**config.mk**
```make
export PLATFORM = sky130hd
export DESIGN_NAME = mem_arbiter
export DESIGN_NICKNAME = d
export VERILOG_FILES = /design/src/rtl/mem_arbiter_pkg.sv /design/src/rtl/mem_arbiter_req_mux.sv /design/src/rtl/mem_arbiter.sv
export SDC_FILE = /design/constraint.sdc
export NUM_CORES = 1
export LEC_CHECK = 0
export CAP_MARGIN = 20
export CORE_MARGIN = 2
export CORE_UTILIZATION = 36
export DETAILED_ROUTE_END_ITERATION = 12
export GPL_TIMING_DRIVEN = 1
export PLACE_DENSITY = 0.86
export SYNTH_ARGS = -nofsm -noshare
export SYNTH_HDL_FRONTEND = slang
export SYNTH_SLANG_ARGS = --single-unit
```
**constraint.sdc**
```tcl
create_clock -name CLK -period 3.1 [get_ports CLK]
set_clock_uncertainty 0.2 [all_clocks]
set_input_delay 0.465 -clock CLK [delete_from_list [all_inputs] [get_ports CLK]]
set_output_delay 0.465 -clock CLK [all_outputs]
set_load 0.01 [all_outputs]
```
**src/rtl/mem_arbiter_pkg.sv**
```systemverilog
// Shared definitions for the two-port main-memory arbiter.
//   state_e : arbiter FSM encoding (IDLE, GRANT0, GRANT1)
//   PORT0/1 : requester indices (0 = instruction cache, 1 = data cache)
package mem_arbiter_pkg;

  localparam int unsigned ST_W = 2;

  typedef enum logic [ST_W-1:0] {
    ST_IDLE   = 2'd0,
    ST_GRANT0 = 2'd1,
    ST_GRANT1 = 2'd2
  } state_e;

  localparam logic PORT0 = 1'b0;
  localparam logic PORT1 = 1'b1;

endpackage

```
**src/rtl/mem_arbiter_req_mux.sv**
```systemverilog
// 2:1 request selector: picks {op, address, writedata} of the grant winner.
//   sel_i                : winning port index
//   rk_read_i/rk_write_i : requester strobes; read wins when both are high
//   rk_addr_i/rk_wdata_i : requester address and write block
//   rd_c/wr_c/addr_c/wdata_c : selected transaction (combinational)
module arb_req_mux
  import mem_arbiter_pkg::*;
#(
  parameter int unsigned ADDR_W = 6,
  parameter int unsigned DATA_W = 32
) (
  input  logic              sel_i,
  input  logic              r0_read_i,
  input  logic              r0_write_i,
  input  logic [ADDR_W-1:0] r0_addr_i,
  input  logic [DATA_W-1:0] r0_wdata_i,
  input  logic              r1_read_i,
  input  logic              r1_write_i,
  input  logic [ADDR_W-1:0] r1_addr_i,
  input  logic [DATA_W-1:0] r1_wdata_i,
  output logic              rd_c,
  output logic              wr_c,
  output logic [ADDR_W-1:0] addr_c,
  output logic [DATA_W-1:0] wdata_c
);

  // A simultaneous read+write collapses to a read.
  always_comb begin
    rd_c    = r0_read_i;
    wr_c    = r0_write_i & ~r0_read_i;
    addr_c  = r0_addr_i;
    wdata_c = r0_wdata_i;
    if (sel_i == PORT1) begin
      rd_c    = r1_read_i;
      wr_c    = r1_write_i & ~r1_read_i;
      addr_c  = r1_addr_i;
      wdata_c = r1_wdata_i;
    end
  end

endmodule

```
**src/rtl/mem_arbiter.sv**
```systemverilog
// Round-robin arbiter sharing one main-memory port between the I-cache
// (port 0) and the D-cache (port 1).
//   CLK, RESET (async, active low)
//   Rk_READ/Rk_WRITE/Rk_ADDRESS/Rk_WRITEDATA : requester k transaction
//   Rk_BUSYWAIT : requester k stall, drops for one cycle on completion
//   READDATA    : memory read block, passed straight through
//   MEM_*       : registered memory strobes/address/data, MEM_READDATA and
//                 MEM_BUSYWAIT from memory
module mem_arbiter
  import mem_arbiter_pkg::*;
#(
  parameter int unsigned ADDR_W = 6,
  parameter int unsigned DATA_W = 32
) (
  input  logic              CLK,
  input  logic              RESET,
  input  logic              R0_READ,
  input  logic              R0_WRITE,
  input  logic [ADDR_W-1:0] R0_ADDRESS,
  input  logic [DATA_W-1:0] R0_WRITEDATA,
  output logic              R0_BUSYWAIT,
  input  logic              R1_READ,
  input  logic              R1_WRITE,
  input  logic [ADDR_W-1:0] R1_ADDRESS,
  input  logic [DATA_W-1:0] R1_WRITEDATA,
  output logic              R1_BUSYWAIT,
  output logic [DATA_W-1:0] READDATA,
  output logic              MEM_READ,
  output logic              MEM_WRITE,
  output logic [ADDR_W-1:0] MEM_ADDRESS,
  output logic [DATA_W-1:0] MEM_WRITEDATA,
  input  logic [DATA_W-1:0] MEM_READDATA,
  input  logic              MEM_BUSYWAIT
);

  state_e            state_q, state_d;
  logic              last_grant_q, last_grant_d;
  logic              started_q, started_d;
  logic              mem_read_q, mem_read_d;
  logic              mem_write_q, mem_write_d;
  logic [ADDR_W-1:0] mem_addr_q, mem_addr_d;
  logic [DATA_W-1:0] mem_wdata_q, mem_wdata_d;

  logic              req0_c, req1_c, win_c, done_c;
  logic              sel_rd_c, sel_wr_c;
  logic [ADDR_W-1:0] sel_addr_c;
  logic [DATA_W-1:0] sel_wdata_c;

  assign req0_c = R0_READ | R0_WRITE;
  assign req1_c = R1_READ | R1_WRITE;
  // On a tie the port that did not win last time goes next.
  assign win_c  = (req0_c & req1_c) ? ~last_grant_q : req1_c;
  // started guards against a completion seen before memory ever went busy.
  assign done_c = started_q & ~MEM_BUSYWAIT;

  arb_req_mux #(.ADDR_W(ADDR_W), .DATA_W(DATA_W)) u_req_mux (
    .sel_i      (win_c),
    .r0_read_i  (R0_READ),
    .r0_write_i (R0_WRITE),
    .r0_addr_i  (R0_ADDRESS),
    .r0_wdata_i (R0_WRITEDATA),
    .r1_read_i  (R1_READ),
    .r1_write_i (R1_WRITE),
    .r1_addr_i  (R1_ADDRESS),
    .r1_wdata_i (R1_WRITEDATA),
    .rd_c       (sel_rd_c),
    .wr_c       (sel_wr_c),
    .addr_c     (sel_addr_c),
    .wdata_c    (sel_wdata_c)
  );

  // State and MEM_* registers.
  always_ff @(posedge CLK or negedge RESET) begin
    if (!RESET) begin
      state_q      <= ST_IDLE;
      last_grant_q <= PORT1;
      started_q    <= 1'b0;
      mem_read_q   <= 1'b0;
      mem_write_q  <= 1'b0;
      mem_addr_q   <= '0;
      mem_wdata_q  <= '0;
    end else begin
      state_q      <= state_d;
      last_grant_q <= last_grant_d;
      started_q    <= started_d;
      mem_read_q   <= mem_read_d;
      mem_write_q  <= mem_write_d;
      mem_addr_q   <= mem_addr_d;
      mem_wdata_q  <= mem_wdata_d;
    end
  end

  // Next-state: grant from IDLE, track the memory handshake while granted.
  always_comb begin
    state_d      = state_q;
    last_grant_d = last_grant_q;
    started_d    = started_q;
    mem_read_d   = mem_read_q;
    mem_write_d  = mem_write_q;
    mem_addr_d   = mem_addr_q;
    mem_wdata_d  = mem_wdata_q;
    unique case (state_q)
      ST_IDLE: begin
        if (req0_c | req1_c) begin
          state_d     = (win_c == PORT1) ? ST_GRANT1 : ST_GRANT0;
          started_d   = 1'b0;
          mem_read_d  = sel_rd_c;
          mem_write_d = sel_wr_c;
          mem_addr_d  = sel_addr_c;
          mem_wdata_d = sel_wdata_c;
        end
      end
      ST_GRANT0, ST_GRANT1: begin
        if (MEM_BUSYWAIT) begin
          started_d = 1'b1;
        end
        if (done_c) begin
          state_d      = ST_IDLE;
          started_d    = 1'b0;
          mem_read_d   = 1'b0;
          mem_write_d  = 1'b0;
          last_grant_d = (state_q == ST_GRANT1) ? PORT1 : PORT0;
        end
      end
      default: state_d = ST_IDLE;
    endcase
  end

  assign R0_BUSYWAIT   = req0_c & ~((state_q == ST_GRANT0) & done_c);
  assign R1_BUSYWAIT   = req1_c & ~((state_q == ST_GRANT1) & done_c);
  assign READDATA      = MEM_READDATA;
  assign MEM_READ      = mem_read_q;
  assign MEM_WRITE     = mem_write_q;
  assign MEM_ADDRESS   = mem_addr_q;
  assign MEM_WRITEDATA = mem_wdata_q;

endmodule

```
==> impl_metrics.env <==
export IMPL_hp_start="MEM_WRITEDATA[29]$_DFFE_PN0P_"
export IMPL_portBuffers=124
export IMPL_grt_pass1_wl_microns=9110
export IMPL_clk_latency_ps=290
export IMPL_core_area_sq_um=6420
export IMPL_max_vdd_ir_drop_v=0.000375
export IMPL_crit_fanout=6
export IMPL_hpwl_microns=4500
export IMPL_drive_above_1_share_pct=4.76
export IMPL_chipWidth_microns=86.1
export IMPL_maxSlewViolCount=0
export IMPL_maxSlewHeadroom_pct=47.7
export IMPL_worstSetupPathType="in2out"
export IMPL_drtPass1Iterations=6
export IMPL_drc=0
export IMPL_timing_hold_violations_final=0
export IMPL_synth_edf_count=0
export IMPL_grt_pass1_vias=2042
export IMPL_cts_tree="done"
export IMPL_cts_made_buffers=5
export IMPL_clockBufferDepth=2
export IMPL_hold_class="reg2reg"
export IMPL_antenna_found_initial=0
export IMPL_drt_iter0_markers=43
export IMPL_io_pins=189
export IMPL_cp_start_kind="input pin"
export IMPL_tightest_slew_ps=782
export IMPL_viasPerCell=4.78
export IMPL_r2r_end="MEM_WRITEDATA[28]$_DFFE_PN0P_"
export IMPL_cp_arrival_ps=1920
export IMPL_grt_usage_pct=15.6
export IMPL_fin_crit_ps=2580
export IMPL_worstHoldPathCells=2
export IMPL_gp_congestion=0.855
export IMPL_htreeDepth=2
export IMPL_areaGrowthSynthToFinish_pct=48.1
export IMPL_setup_viol=0
export IMPL_avgRoutedWirePerCell_microns=14.2
export IMPL_synth_cells=244
export IMPL_synth_top_area_share_pct=44.3
export IMPL_cts_sinks=44
export IMPL_fin_crit_sh_pct=83.2
export IMPL_std_cell_rows=29
export IMPL_power_leakage_nw=1.53
export IMPL_cts_clk_slew_worst_paths_ps=80
export IMPL_root_buffer="clkbuf_8"
export IMPL_synth_largest_area_cell="dfrtp_1"
export IMPL_synth_distinct_cells=30
export IMPL_wl_microns=5880
export IMPL_vias=1976
export IMPL_postCtsSetupBuffers=0
export IMPL_cp_end_kind="output port"
export IMPL_diodes=0
export IMPL_ctsHoldBuffers=0
export IMPL_synth_seq_cells=44
export IMPL_synth_most_common_cell="nand2_1"
export IMPL_die_area_sq_um=7420
export IMPL_die_h_microns=86.1
export IMPL_power_density_nw_per_um2=832
export IMPL_syn_avg_cell_area_sq_um=9.95
export IMPL_synth_flop_cell="dfrtp_1"
export IMPL_synth_area_leaders="dfrtp_1 (44%), mux2i_1 (16%), buf_4 (10%)"
export IMPL_initial_core_util_pct=37.8
export IMPL_finalPower_mw=2.99
export IMPL_nets=453
export IMPL_clock_fmax_ghz=0.387
export IMPL_tns_ps=0
export IMPL_maxCapViolations=0
export IMPL_overflow=0
export IMPL_yosysWarnings=0
export IMPL_r2r_start="last_grant_q$_DFFE_PN1P_"
export IMPL_final_core_utilization_pct=56.0
export IMPL_synth_common_cells="nand2_1 (44), dfrtp_1 (43), mux2i_1 (39)"
export IMPL_final_area_sq_um=3600
export IMPL_cts_resized=0
export IMPL_fillers=593
export IMPL_grt_start_max_net_pins=77
export IMPL_dp_cells=403
export IMPL_async_flop_share_pct=100
export IMPL_seq_area_frac_synth_pct=45.4
export IMPL_placed_area_sq_um=3480
export IMPL_syn_area_sq_um=2430
export IMPL_instances_no_fill=413
export IMPL_syn_nets=362
export IMPL_rr_worst_depth=5
export IMPL_antenna_left=0
export IMPL_hold_path_end="MEM_WRITEDATA[29]$_DFFE_PN0P_"
export IMPL_status="complete, no violations"
export IMPL_cp_required_ps=2430
export IMPL_grt_setup_unrepaired="false"
export IMPL_worst_r2r_setup_slack_ps=1100
-- kinds of logic (layout without fill, tap and decap cells) --
group                    Yosys count  in the layout  synth area share, %
AO/OA/AOI/OAI                     53             53                 12.1
adder cells (fa/ha/maj)            3              3                 1.55
buffers and inverters             47            139                 13.8
flip-flops                        44             44                 45.4
multiplexers                      40             40                 16.5
AND/OR/NAND/NOR                   57             57                 10.7
-- worst max path at each step --
stage | startpoint | to
finish | R1_READ | R1_BUSYWAIT
global route | R1_READ | R1_BUSYWAIT
detailed placement | R1_READ | MEM_WRITEDATA[28]$_DFFE_PN0P_
CTS | R1_READ | R1_BUSYWAIT
global placement | R1_READ | MEM_WRITEDATA[27]$_DFFE_PN0P_
floorplan | state_q[0]$_DFFE_PN0P_ | MEM_WRITEDATA[10]$_DFFE_PN0P_
-- report_power, final --
| part | internal (mW) | total [mW] | switching, mW |
|---|---|---|---|
| combinational | 0.881 | 1.62 | 0.742 |
| sequential | 0.868 | 1.02 | 0.154 |
| clock | 0.158 | 0.346 | 0.187 |
| total | 1.91 | 2.99 | 1.08 |
-- per-stage QoR --
step / hold WS [ps] / setup WS (ps)
6_report: 283 / 519
3_3_place_gp: 263 / 502
5_1_grt: 309 / 428
4_1_cts: 167 / 531
2_1_floorplan: -30.6 / 1360
3_5_place_dp: 270 / 341
-- critical path, stage by stage --
cell             delay [ps]
clkdlybuf4s50_1         650
nor2_1                  100
a21oi_1                 150
clkdlybuf4s50_1         550
-- layout by cell type (no fill, tap or decap) --
master,synthesis,layout
a21boi_0,1,1
a21oi_1,5,5
a31o_2,1,1
a31oi_1,1,1
a32o_1,1,1
and2b_1,2,2
and3_1,1,1
buf_12,0,3
buf_2,4,1
clkbuf_1,3,2
clkbuf_8,0,5
clkdlybuf4s50_1,0,123
clkinv_2,0,1
dfrtp_1,43,43
dfstp_2,1,1
dlygate4sd3_1,0,1
ha_1,3,3
inv_1,3,3
mux2_2,1,1
mux2i_1,39,39
nand2_1,44,44
nand2b_1,4,4
nor2_1,3,3
nor2b_1,1,1
nor4_4,1,1
o21ai_0,33,33
o21ai_1,6,6
o21ai_4,0,1
o22ai_1,1,1
o2bb2ai_1,1,1
o31ai_1,1,1
o32ai_1,1,1
or2b_2,1,1
-- metal layers --
metal,part of all wire [%],global-route usage [%],wire length (microns),up-vias
li1,-,-,-,977
met5,0,0,0,-
met3,9.1,5.10,536,18
met2,49,28.4,2910,86
met4,2.0,6.78,118,0
met1,39,16.1,2320,895
-- state kept, by name, summed over array words and instances, names as in the netlist --
register       count
MEM_ADDRESS        6
started_q          1
MEM_WRITEDATA     32
state_q            2
last_grant_q       1
MEM_READ           1
MEM_WRITE          1
-- cell type report --
type	instances	area [sq um]	area share (%)
clock buffers	7	76.3	2.12
inverters	3	11.3	0.313
repair buffers	128	1310	36.3
multi-input cells	153	998	27.8
flip-flops and latches	44	1100	30.7
well taps	77	96.3	2.68
clock inverters	1	5.00	0.139
No activity file was read; power rests on OpenSTA's default activity.
==> RTL change 1, RTL diff (config.mk and constraints unchanged) <==
`mem_addr_q` and `mem_wdata_q` no longer have a reset.
--- a/src/rtl/mem_arbiter.sv
+++ b/src/rtl/mem_arbiter.sv
@@ -77,17 +77,18 @@
       started_q    <= 1'b0;
       mem_read_q   <= 1'b0;
       mem_write_q  <= 1'b0;
-      mem_addr_q   <= '0;
-      mem_wdata_q  <= '0;
     end else begin
       state_q      <= state_d;
       last_grant_q <= last_grant_d;
       started_q    <= started_d;
       mem_read_q   <= mem_read_d;
       mem_write_q  <= mem_write_d;
-      mem_addr_q   <= mem_addr_d;
-      mem_wdata_q  <= mem_wdata_d;
     end
+  end
+
+  always_ff @(posedge CLK) begin
+    mem_addr_q  <= mem_addr_d;
+    mem_wdata_q <= mem_wdata_d;
   end
 
   // Next-state: grant from IDLE, track the memory handshake while granted.
Check against the original RTL: not equivalent (Yosys sat finds a counterexample within 4 cycles, from zero or initial values and one cycle with RESET low).
==> RTL change 1 against the original RTL <==
- area after synthesis fell by 0.21%
- critical endpoint unchanged
- largest cell class unchanged
- cell count fell by 18%
- total power fell by 7.1%
- worst hold slack got worse by 0.072 ns
- combinational power fell by 20%
- worst setup slack improved by 0.0087 ns
- via count fell by 18%
- sequential cell count did not move
- wire length fell by 1.2%
- final area rose by 1.6%
- die area fell by 0.20%
==> RTL change 1: results (changes against the original RTL) <==
stage	metric	value	unit	change
cells_and_area	Ant. Diodes	0		unchanged
global_routing	vias in the first global route	1770		-13%
global_routing	first-pass GRT wire length	8890	µm	-2.5%
logic_synthesis	Synth cell types	30		unchanged
worst_setup_path	Reg2Reg Setup Slack	1.01	ns	-0.09 ns
clock_tree	CTS root buffer	clkbuf_8		
logic_synthesis	Seq/Total Area, Yosys	53.3	%	+7.9 points
global_routing	total global routing track utilization	15.8	%	+0.29 points
global_routing	largest net degree at the start of global routing	39		-49%
clock_tree	clk buf depth	2		unchanged
run_status	run status	finished clean		
logic_synthesis	Area contributors post-synth	edfxtp_1, mux2_4, buf_4, dfrtp_1, mux2_2		
clock_tree	post-CTS sizing	0		unchanged
detailed_routing	drt initial violations	48		+12%
place	gp weighted congestion	0.856		+0.18%
logic_synthesis	cell count after synthesis	163		-33%
worst_hold_path	Hold WC Path Type	in -> async		
timing	Slew HR	52.8	%	+5.2 points
clock_tree	Worst-Skew Late Latency	0.29	ns	about the same
clock_tree	Clk pin slew, worst setup/hold paths	0.08	ns	about the same
detailed_routing	DRT Pass-1 Iters	4		-2
worst_setup_path	Crit Path Max Fanout	6		unchanged
logic_synthesis	async set-reset flop share out of synthesis	13.6	%	-86 points
pwr	VDD IR max	0.000374	V	-0.33%
worst_setup_path	slowest cell delay on critical path	0.65	ns	about the same
cells_and_area	Final nets	380		-16%
clock_tree	H-tree levels	2		unchanged
place	placed cell count	331		-18%
clock_tree	Num CTS Buffers	5		unchanged
logic_synthesis	Mapped Nets	281		-22%
cells_and_area	layout cells sized above 1	22.1	%	+17 points
logic_synthesis	Post-synth EDFFs	38		+38
logic_synthesis	synth warn	0		unchanged
worst_setup_path	Worst path slowest cell	clkdlybuf4s50_1		
worst_setup_path	reg2reg start	last_grant_q		
worst_setup_path	Critical Path AT	1.91	ns	
clock_tree	Setup Fix Bufs, Post-CTS	0		unchanged
timing	final setup TNS	0	ns	unchanged
place	PortBufs	124		unchanged
worst_setup_path	worst r2r path cells	4		-1
logic_synthesis	Synth Flop Type	edfxtp_1		
job	Max-Cap Viols	0		unchanged
detailed_routing	post-route ant nets	0		unchanged
detailed_routing	via count	1622		-18%
worst_setup_path	worst r2r dst	MEM_WRITEDATA[27]		
global_routing	initial antenna violation count	0		unchanged
detailed_routing	WL/cell	17.1	µm	+20%
cells_and_area	max FFs per register	32		unchanged
detailed_routing	Post-Route WL	5820	µm	-1.2%
logic_synthesis	most instantiated cells after synthesis	edfxtp_1, buf_4, mux2_4		
pwr	P_leak	1.40	nW	-8.1%
place	dpl hpwl	4540	µm	+0.90%
==> RTL change 1: cell count changes after synthesis, sizes merged, moves of 3 or more <==
cell / unedited run / this run
buf: 41 / 36
clkbuf: 3 / 0
dfrtp: 43 / 5
edfxtp: 0 / 38
mux2: 1 / 39
mux2i: 39 / 1
nand2: 44 / 5
o21ai: 40 / 4
==> RTL change 1: how the worst max path moves through the flow <==
stage / from / endpoint / slack, ns / depth (start not counted)
final: R1_READ / R1_BUSYWAIT / 0.53 / 4
after global routing: R1_READ / R1_BUSYWAIT / 0.46 / 4
after CTS: R1_READ / R1_BUSYWAIT / 0.52 / 4
after detailed placement: R1_READ / MEM_WRITEDATA[27] / 0.29 / 4
after global placement: R1_READ / MEM_WRITEDATA[31] / 0.34 / 4
after floorplan: state_q[0] / MEM_ADDRESS[0] / 0.08 / 4
==> RTL change 1: metrics by stage <==
stage,util (%),power (mW),hold WS (ns),cell area (µm²),setup WS (ns)
finish,56.9,2.78,0.211,3650,0.528
global route,56.9,2.93,0.213,3650,0.460
CTS,56.6,2.79,0.205,3630,0.525
detailed placement,54.9,2.36,0.316,3530,0.288
global placement,54.9,2.32,0.303,3530,0.338
floorplan,-,1.77,-0.0306,2420,0.0763
==> RTL change 1: final cells by class <==
type | instances | area [µm²]
multi-input cells | 80 | 850
fillers | 505 | 2770
flip-flops and latches | 44 | 1290
repair buffers | 128 | 1300
inverters | 3 | 11.3
clock buffers | 6 | 72.6
well taps | 77 | 96.3
clock inverters | 2 | 35.0
==> RTL change 1: cells by family (layout without fill, tap and decap cells) <==
logic type | after synthesis | count (layout) | share of synthesized area [%]
AO/OA/AOI/OAI | 17 | 17 | 4.96
adder cells (fa/ha/maj) | 3 | 3 | 1.55
flip-flops | 44 | 44 | 53.3
AND/OR/NAND/NOR | 20 | 20 | 5.06
multiplexers | 40 | 40 | 22.9
buffers and inverters | 39 | 139 | 12.2
==> RTL change 1: power breakdown <==
part	switching, mW	internal [mW]
sequential	0.0871	0.969
clock	0.186	0.239
combinational	0.552	0.747
total	0.825	1.95
==> RTL change 1: worst max-delay path, delay by kind of cell <==
kind | cells | cell delay, ns
compound gates | 1 | 0.14
buf+inv | 2 | 1.20
simple gates | 1 | 0.10
==> RTL change 1: per-layer routing <==
layer,track usage (%),wire length [µm]
met1,16.3,2050
met2,29.2,3040
met3,3.18,503
met4,9.67,223
met5,0,0
==> RTL change 2, RTL diff (same flow settings) <==
Made on the original files. `DATA_W` is set to 32 in 2 places; all go to 40.
--- a/src/rtl/mem_arbiter_req_mux.sv
+++ b/src/rtl/mem_arbiter_req_mux.sv
@@ -7,7 +7,7 @@
   import mem_arbiter_pkg::*;
 #(
   parameter int unsigned ADDR_W = 6,
-  parameter int unsigned DATA_W = 32
+  parameter int unsigned DATA_W = 40
 ) (
   input  logic              sel_i,
   input  logic              r0_read_i,
--- a/src/rtl/mem_arbiter.sv
+++ b/src/rtl/mem_arbiter.sv
@@ -10,7 +10,7 @@
   import mem_arbiter_pkg::*;
 #(
   parameter int unsigned ADDR_W = 6,
-  parameter int unsigned DATA_W = 32
+  parameter int unsigned DATA_W = 40
 ) (
   input  logic              CLK,
   input  logic              RESET,
Ports: changed (5 resized); port bits go from 189 to 229. The function was not compared with the original's and may differ.
==> RTL change 2 against the original RTL <==
- cell count increased by 21%
- total power increased by 27%
- die area rose by 25%
- worst setup slack better by 0.040 ns
- wire length grew 17%
- sequential cell count increased by 8
- area after synthesis rose by 26%
- final area rose by 22%
- sequential power increased by 19%
- critical endpoint unchanged
==> RTL change 2: results (changes against the original RTL) <==
stage	metric	value	unit	change
cells_and_area	Final nets	534		+18%
global_routing	largest net degree at the start of global routing	55		-29%
global_routing	vias in the first global route	2367		+16%
worst_hold_path	Hold WC Path Type	in -> async		
run_status	run status	finished clean		
clock_tree	Setup Fix Bufs, Post-CTS	0		unchanged
cells_and_area	final cell count without fillers	498		+21%
detailed_routing	drt initial violations	58		+35%
cells_and_area	# fillers	766		+29%
worst_setup_path	Reg2Reg Setup Slack	1.18	ns	+0.08 ns
worst_setup_path	Critical Path AT	1.88	ns	-0.04 ns
timing	fmax	0.394	GHz	+1.6%
global_routing	first-pass GRT wire length	10900	µm	+19%
cells_and_area	layout cells sized above 1	16.3	%	+12 points
global_routing	total global routing track utilization	15.0	%	-0.59 points
place	placed cell count	490		+22%
detailed_routing	met2 WL post-DR	3610	µm	+24%
timing	Final Max Slew Viols	0		unchanged
logic_synthesis	Area contributors post-synth	dfrtp_1, mux2i_1, o21ai_2, buf_4, nand2_1		
place	placed inst area	0.00430	mm²	+23%
detailed_routing	met1 WL	2450	µm	+5.6%
timing	worst slew pin tran	0.895	ns	+0.113 ns
logic_synthesis	cell count after synthesis	287		+18%
detailed_routing	Post-Route WL	6910	µm	+17%
global_routing	met3 usage	4.54	%	-0.56 points
detailed_routing	Via density	4.67		-2.3%
cells_and_area	max FFs per register	40		+25%
global_routing	met1 usage	16.3	%	+0.18 points
detailed_routing	wire length on met3	753	µm	+40%
pwr	P_leak	1.85	nW	+21%
timing	Hold WS	0.0916	ns	-0.192 ns
clock_tree	Worst-Skew Late Latency	0.30	ns	
detailed_routing	DRT Pass-1 Iters	4		-2
logic_synthesis	Synth cell types	28		-6.7%
logic_synthesis	Mapped Nets	429		+19%
global_routing	initial antenna violation count	0		unchanged
worst_setup_path	worst r2r dst	MEM_WRITEDATA[9]		
logic_synthesis	Seq/Total Area, Yosys	42.4	%	-3.0 points
pwr	VDD IR max	0.000396	V	+5.5%
logic_synthesis	most instantiated cells after synthesis	nand2_1, dfrtp_1, mux2i_1, o21ai_2, buf_4		
place	pre-CTS setup slack	0.505	ns	+0.163 ns
place	dpl hpwl	5700	µm	+27%
place	PortBufs	148		+19%
global_routing	grt met2 use	27.7	%	-0.74 points
place	gp weighted congestion	0.813		-4.8%
detailed_routing	DR top layer	met4		
## RTL change 2: changes by cell type after synthesis, moves of 8 or more
cell     delta
o21ai_2    +46
buf_4       +9
dfrtp_1     +8
nand2_1     +8
o21ai_0    -33
mux2i_1     +8
## RTL change 2: kinds of logic after synthesis
family	share of synthesized area [%]
compound gates	16.5
fa+ha+maj	1.22
buf+inv	14.9
flops	42.4
mux	15.7
simple gates	9.25
## RTL change 2: critical path, stage by stage
cell	delay, ns
clkdlybuf4s50_1	0.65
nor2_1	0.09
a21oi_1	0.12
clkdlybuf4s50_1	0.55
## RTL change 2: cell type report
class,count,area [µm²],area share [%]
flip-flops and latches,52,1300,29.7
well taps,105,131,3.00
clock buffers,8,90.1,2.05
repair buffers,153,1530,34.8
multi-input cells,177,1320,30.2
inverters,3,11.3,0.257
## RTL change 2: report_power, final
group          switching, mW  internal [mW]  total, mW
logic                   1.04           1.16       2.20
registers              0.187           1.02       1.21
clock network          0.204          0.182      0.386
total                   1.43           2.36       3.79
